==> src/rtl/uart_pkg.sv <==
// Shared UART definitions: line levels, FSM state type and baud divisor helper.
// Used by both the transmitter and the receiver.
package uart_pkg;

    typedef enum logic [1:0] {
        IDLE  = 2'd0,
        START = 2'd1,
        DATA  = 2'd2,
        STOP  = 2'd3
    } uart_state_t;

    localparam logic START_BIT = 1'b0;
    localparam logic STOP_BIT  = 1'b1;
    localparam logic LINE_IDLE = 1'b1;

    function automatic int unsigned baud_div(input int unsigned clk_frq,
                                             input int unsigned baud_rate);
        return clk_frq / baud_rate;
    endfunction

endpackage

==> src/rtl/uart_baud_gen.sv <==
// Restartable bit-period counter: o_tick pulses for one cycle every N clocks,
// counting from the cycle after a synchronous i_restart.
module uart_baud_gen #(
    parameter int unsigned N = 16,
    parameter int unsigned W = 4
) (
    input  logic i_clk,
    input  logic i_areset,
    input  logic i_restart,
    output logic o_tick
);

    logic [W-1:0] r_cnt;
    logic         w_last;

    assign w_last = (r_cnt == W'(N - 1));
    assign o_tick = w_last;

    always_ff @(posedge i_clk or posedge i_areset) begin
        if (i_areset) begin
            r_cnt <= '0;
        end else if (i_restart || w_last) begin
            r_cnt <= '0;
        end else begin
            r_cnt <= r_cnt + W'(1);
        end
    end

endmodule

==> src/rtl/uart_tx.sv <==
// UART transmitter: start bit, BYTE data bits LSB first, STOP_BITS stop bits,
// with a one-entry holding register so frames go out back to back.
module uart_tx
    import uart_pkg::*;
#(
    parameter int unsigned CLK_FRQ   = 250000000,
    parameter int unsigned BAUD_RATE = 115200,
    parameter int unsigned BYTE      = 8,
    parameter int unsigned STOP_BITS = 1
) (
    input  logic            clk,
    input  logic            areset,
    input  logic            tx_valid,
    input  logic [BYTE-1:0] tx_data,
    output logic            tx_ready,
    output logic            data_out,
    output logic            tx_busy
);

    localparam int unsigned BAUD_DIV = baud_div(CLK_FRQ, BAUD_RATE);
    localparam int unsigned CW_RAW   = $clog2(STOP_BITS * BAUD_DIV);
    localparam int unsigned CW       = (CW_RAW > 0) ? CW_RAW : 1;
    localparam int unsigned BW       = $clog2(BYTE) + 1;
    localparam logic [BW-1:0] LAST_DATA = BW'(BYTE - 1);
    localparam logic [BW-1:0] LAST_STOP = BW'(STOP_BITS - 1);

    uart_state_t     r_state, w_state_nxt;
    logic [BYTE-1:0] r_shift, w_shift_nxt;
    logic [BYTE-1:0] r_hold, w_hold_nxt;
    logic            r_hold_full, w_hold_full_nxt;
    logic            r_data_out, w_data_out_nxt;
    logic [BW-1:0]   r_bit_cnt, w_bit_cnt_nxt;
    logic            w_restart, w_tick, w_accept, w_load;

    uart_baud_gen #(.N(BAUD_DIV), .W(CW)) u_baud (
        .i_clk     (clk),
        .i_areset  (areset),
        .i_restart (w_restart),
        .o_tick    (w_tick)
    );

    assign w_accept = tx_valid && !r_hold_full;
    assign tx_ready = !r_hold_full;
    assign data_out = r_data_out;
    assign tx_busy  = (r_state != IDLE);

    always_ff @(posedge clk or posedge areset) begin
        if (areset) begin
            r_state     <= IDLE;
            r_shift     <= '0;
            r_hold      <= '0;
            r_hold_full <= 1'b0;
            r_data_out  <= LINE_IDLE;
            r_bit_cnt   <= '0;
        end else begin
            r_state     <= w_state_nxt;
            r_shift     <= w_shift_nxt;
            r_hold      <= w_hold_nxt;
            r_hold_full <= w_hold_full_nxt;
            r_data_out  <= w_data_out_nxt;
            r_bit_cnt   <= w_bit_cnt_nxt;
        end
    end

    always_comb begin
        w_state_nxt     = r_state;
        w_shift_nxt     = r_shift;
        w_hold_nxt      = r_hold;
        w_hold_full_nxt = r_hold_full;
        w_data_out_nxt  = r_data_out;
        w_bit_cnt_nxt   = r_bit_cnt;
        w_restart       = 1'b0;
        w_load          = 1'b0;

        case (r_state)
            IDLE: begin
                w_restart = 1'b1;
                w_load    = r_hold_full;
            end
            START: begin
                if (w_tick) begin
                    w_state_nxt    = DATA;
                    w_data_out_nxt = r_shift[0];
                end
            end
            DATA: begin
                if (w_tick) begin
                    if (r_bit_cnt == LAST_DATA) begin
                        w_state_nxt    = STOP;
                        w_data_out_nxt = STOP_BIT;
                        w_bit_cnt_nxt  = '0;
                    end else begin
                        w_shift_nxt    = r_shift >> 1;
                        w_data_out_nxt = w_shift_nxt[0];
                        w_bit_cnt_nxt  = r_bit_cnt + BW'(1);
                    end
                end
            end
            STOP: begin
                // Bit counter is reused to count stop-bit periods.
                if (w_tick) begin
                    if (r_bit_cnt == LAST_STOP) begin
                        if (r_hold_full) begin
                            w_load = 1'b1;
                        end else begin
                            w_state_nxt = IDLE;
                        end
                    end else begin
                        w_bit_cnt_nxt = r_bit_cnt + BW'(1);
                    end
                end
            end
            default: begin
                w_state_nxt    = IDLE;
                w_data_out_nxt = LINE_IDLE;
            end
        endcase

        // Frame start, shared by the IDLE exit and the back-to-back STOP exit.
        if (w_load) begin
            w_state_nxt     = START;
            w_shift_nxt     = r_hold;
            w_hold_full_nxt = 1'b0;
            w_data_out_nxt  = START_BIT;
            w_bit_cnt_nxt   = '0;
            w_restart       = 1'b1;
        end

        if (w_accept) begin
            w_hold_nxt      = tx_data;
            w_hold_full_nxt = 1'b1;
        end
    end

endmodule

==> config.mk <==
export PLATFORM = sky130hd
export DESIGN_NAME = uart_tx
export DESIGN_NICKNAME = d
export VERILOG_FILES = /design/src/rtl/uart_pkg.sv /design/src/rtl/uart_baud_gen.sv /design/src/rtl/uart_tx.sv
export SDC_FILE = /design/constraint.sdc
export NUM_CORES = 1
export LEC_CHECK = 0
export BUFFER_PORTS_ARGS = -buffer_cell sky130_fd_sc_hd__buf_2
export CORE_ASPECT_RATIO = 0.9
export CORE_MARGIN = 1.5
export CORE_UTILIZATION = 63
export DETAILED_ROUTE_END_ITERATION = 10
export PLACE_DENSITY = 0.79
export SYNTH_ARGS = -nofsm -noshare
export SYNTH_HDL_FRONTEND = slang
export SYNTH_SLANG_ARGS = --single-unit
==> constraint.sdc <==
create_clock -name clk -period 6.5 [get_ports clk]
set_input_delay 0.975 -clock clk [delete_from_list [all_inputs] [get_ports clk]]
set_output_delay 0.975 -clock clk [all_outputs]
set_load 0.02 [all_outputs]
==> out/metrics.csv <==
stage,metric,value,unit
power,Pleak,0.919,nW
yosys,Synth Instances,181,
global_routing,vias in the first global route,1318,
power,switching power total,0.346,mW
setup_path,Worst Setup SP,r_state[0],
detailed_routing,drt initial violations,48,
setup_path,Critical R2R Launch,r_state[0],
die,cell row count,18,
hold_path,worst hold path type,reg -> reg,
power,Int Pwr,0.538,mW
finish,layout cells sized above 1,17.7,%
setup_path,worst setup path endpoint,r_bit_cnt[1],
placed_design,dpl cell area,1960,um^2
yosys,post-synthesis register bit count,36,
sta,final slew viol count,0,
die,Die H,54.6,um
yosys,ranking of synthesized cells by area,"dfrtp_1 47%, ha_1 6.7%, mux2_2 4.8%, nor2_1 4.4%, mux2i_1 3.8%",
clock_tree,Sink Count,36,
clock_tree,clock root cell,clkbuf_4,
sta,Setup TNS,0,ns
setup_path,"delay-heaviest family, CP",simple AND/OR/NAND/NOR gates,
clock_tree,"Clk pin slew, worst setup/hold paths",0.12,ns
setup_path,crit-path cells,ha_1 > or4bb_1 > o41a_1 > nor3_4 > o22ai_1 > a22o_1,
placed_design,routability cong.,0.933,
setup_path,worst reg2reg path depth,6,
global_routing,largest net degree at the start of global routing,37,
detailed_routing,total wire length,3490,um
sta,RSZ-0062 raised after global routing,no,
yosys,Synth Warn #,0,
power,power density over the cells,433,nW/um^2
sta,fin crit share,43.1,%
yosys,syn nets,202,
die,Top Ports,14,
yosys,Post-synth top flop,dfrtp_1,
clock_tree,CTS tree,yes,
die,core area,2770,um^2
setup_path,crit start category,flip-flop,
die,Initial Util,67.2,%
setup_path,"Arr. time, crit path",3.05,ns
clock_tree,post-CTS sizing,0,
finish,Fillers,206,
finish,Diodes inserted,0,
power,switching share of power,39.1,%
yosys,"EDFF count, synth",0,
run,maxcap violations,0,
power,power share of the combinational group,40.3,%
die,chip width,60.3,um
finish,Final nets,218,
clock_tree,H-Tree Depth,2,
sta,Final Hold Fails,0,
setup_path,Reg2Reg Setup Slack,3.70,ns
yosys,area of the mapped netlist,1860,um^2
detailed_routing,post-route antenna net violation count,0,
sta,Slew @ Worst Pin,0.772,ns
sta,post-layout minimum cycle time,2.80,ns
finish,Util after Layout,73.6,%
setup_path,worst reg2reg path endpoint,r_bit_cnt[1],
setup_path,CP Depth,6,
placed_design,post-DP HPWL,2470,um
setup_path,slowest CP cell,nor3_4,
yosys,top-count cell post-synth,dfrtp_1,
yosys,share of the synthesized area in the top cell type,47.1,%
setup_path,CP Data Required Time,6.74,ns
placed_design,placed cells,230,
finish,post-route insts no fill,238,
detailed_routing,routed len/inst,14.6,um
setup_path,CP endpoint kind,flip-flop,
yosys,"Seq/Total Area, Yosys",48.5,%
power,maximum VDD drop,0.235,mV
global_routing,initial antenna violation count,0,
sta,Worst Skew,0.0134,ns
setup_path,CP Class,reg -> reg,
run_status,status,finished clean,
placed_design,pre-CTS worst setup slack,3.74,ns
clock_tree,worst-case clock buffer depth,2,
detailed_routing,post-route DRC violation count,0,
global_routing,first-pass GRT wire length,5930,um
setup_path,crit path max fanout,25,
yosys,Yosys cell types,40,
detailed_routing,routed vias,1338,
setup_path,max incr delay on CP,0.61,ns
detailed_routing,vias per std cell,5.62,
sta,setup violators final,0,
global_routing,Tot GR Track Use,25.3,%
sta,Hold WS,0.487,ns
finish,Post-Layout Inst Area,2040,um^2
placed_design,Buffers on Ports,13,
die,die area,3290,um^2
yosys,post-synthesis async set-or-reset flop share,100,%
sta,achievable frequency,357,MHz
clock_tree,Setup Buffers After CTS,0,
power,Power Total,0.883,mW
sta,Worst slew margin,48.3,%
sta,fin worst setup slack,3.70,ns
detailed_routing,drt pass-1 iters,4,
power,clock network fraction of total power,18.1,%
setup_path,Buffers & Inverters on Critical Path,0,
power,sequential share of power,41.6,%
yosys,Post-synth top cells,"35 x dfrtp_1, 22 x nor2_1, 15 x nand2_1",
yosys,Synth area leader,dfrtp_1,
clock_tree,total CTS buffers,5,
yosys,Syn Area/Cell,10.3,um^2
global_routing,GR Overflow Total,0,
finish,Area Overhead vs Synth,9.55,%
clock_tree,Worst-Skew Late Latency,0.35,ns
clock_tree,Post-CTS Hold Buffers,0,
sequential cells by signal, indices dropped and copies added (netlist names):
register,flops
data_out,1
r_bit_cnt,4
r_hold,8
r_hold_full,1
r_shift,8
r_state,2
u_baud.r_cnt,12
cell usage in the layout, fill, tap and decap left out, types with 2 or more instances in the layout:
cell type | Yosys | layout
nand4_1 | 2 | 2
xor2_1 | 6 | 6
ha_1 | 10 | 10
nor2_1 | 22 | 22
clkbuf_4 | 0 | 5
xnor2_1 | 4 | 4
nor4_1 | 2 | 2
buf_2 | 2 | 13
mux2_2 | 8 | 8
mux2i_1 | 7 | 7
nand2_1 | 15 | 15
and3_1 | 4 | 4
o21ai_0 | 11 | 11
o22ai_1 | 3 | 3
dfrtp_1 | 35 | 35
a21oi_1 | 6 | 6
nand3_1 | 4 | 4
or3_1 | 2 | 2
nand3b_1 | 2 | 2
a22o_1 | 3 | 3
inv_1 | 12 | 12
worst min path at each step:
| stage | to | start | slack, ns | depth (start not counted) |
|---|---|---|---|---|
| floorplan | r_shift[0] | r_hold[0] | 0.45 | 2 |
| detailed placement | r_shift[3] | r_hold[3] | 0.47 | 2 |
| CTS | data_out | data_out | 0.50 | 1 |
| finish | r_shift[3] | r_hold[3] | 0.49 | 2 |
| global placement | r_shift[1] | r_hold[1] | 0.46 | 2 |
| global route | data_out | data_out | 0.51 | 1 |
metal layers:
metal,global-route usage (%),share of wire [%]
met5,0,0
met4,10.4,1.7
met3,4.96,3.8
met2,41.3,49
met1,33.3,45
power by group through the flow:
stage	Clock (mW)	Combinational, mW	Sequential [mW]
3_5_place_dp	0	0.348	0.372
2_1_floorplan	0	0.283	0.356
6_report	0.160	0.356	0.367
3_3_place_gp	0	0.332	0.364
4_1_cts	0.161	0.357	0.368
5_1_grt	0.171	0.401	0.379
tightest hold or removal path: stages, from the launching register on:
cell and delay (ns):
dfrtp_1 0.36, nand2_1 0.04, o21ai_0 0.06
logic make-up (layout without fill, tap and decap cells):
logic type	after synthesis	in the layout	synth area share [%]
simple gates	64	64	18.0
flops	36	36	48.5
compound gates	29	29	9.75
buf+inv	17	34	3.77
mux	15	15	8.61
fa+ha+maj	10	10	6.72
xor+xnor	10	10	4.71
layout make-up:
| class | count | area, um^2 | area share, % |
|---|---|---|---|
| timing repair buffer | 14 | 72.6 | 3.56 |
| tap | 40 | 50.0 | 2.46 |
| multi-input combinational | 128 | 888 | 43.6 |
| clock inverter | 3 | 42.5 | 2.09 |
| clock buffer | 5 | 37.5 | 1.84 |
| sequential | 36 | 902 | 44.3 |
| inverter | 12 | 45.0 | 2.21 |
Note: power is estimated with default switching activity, not from simulation.
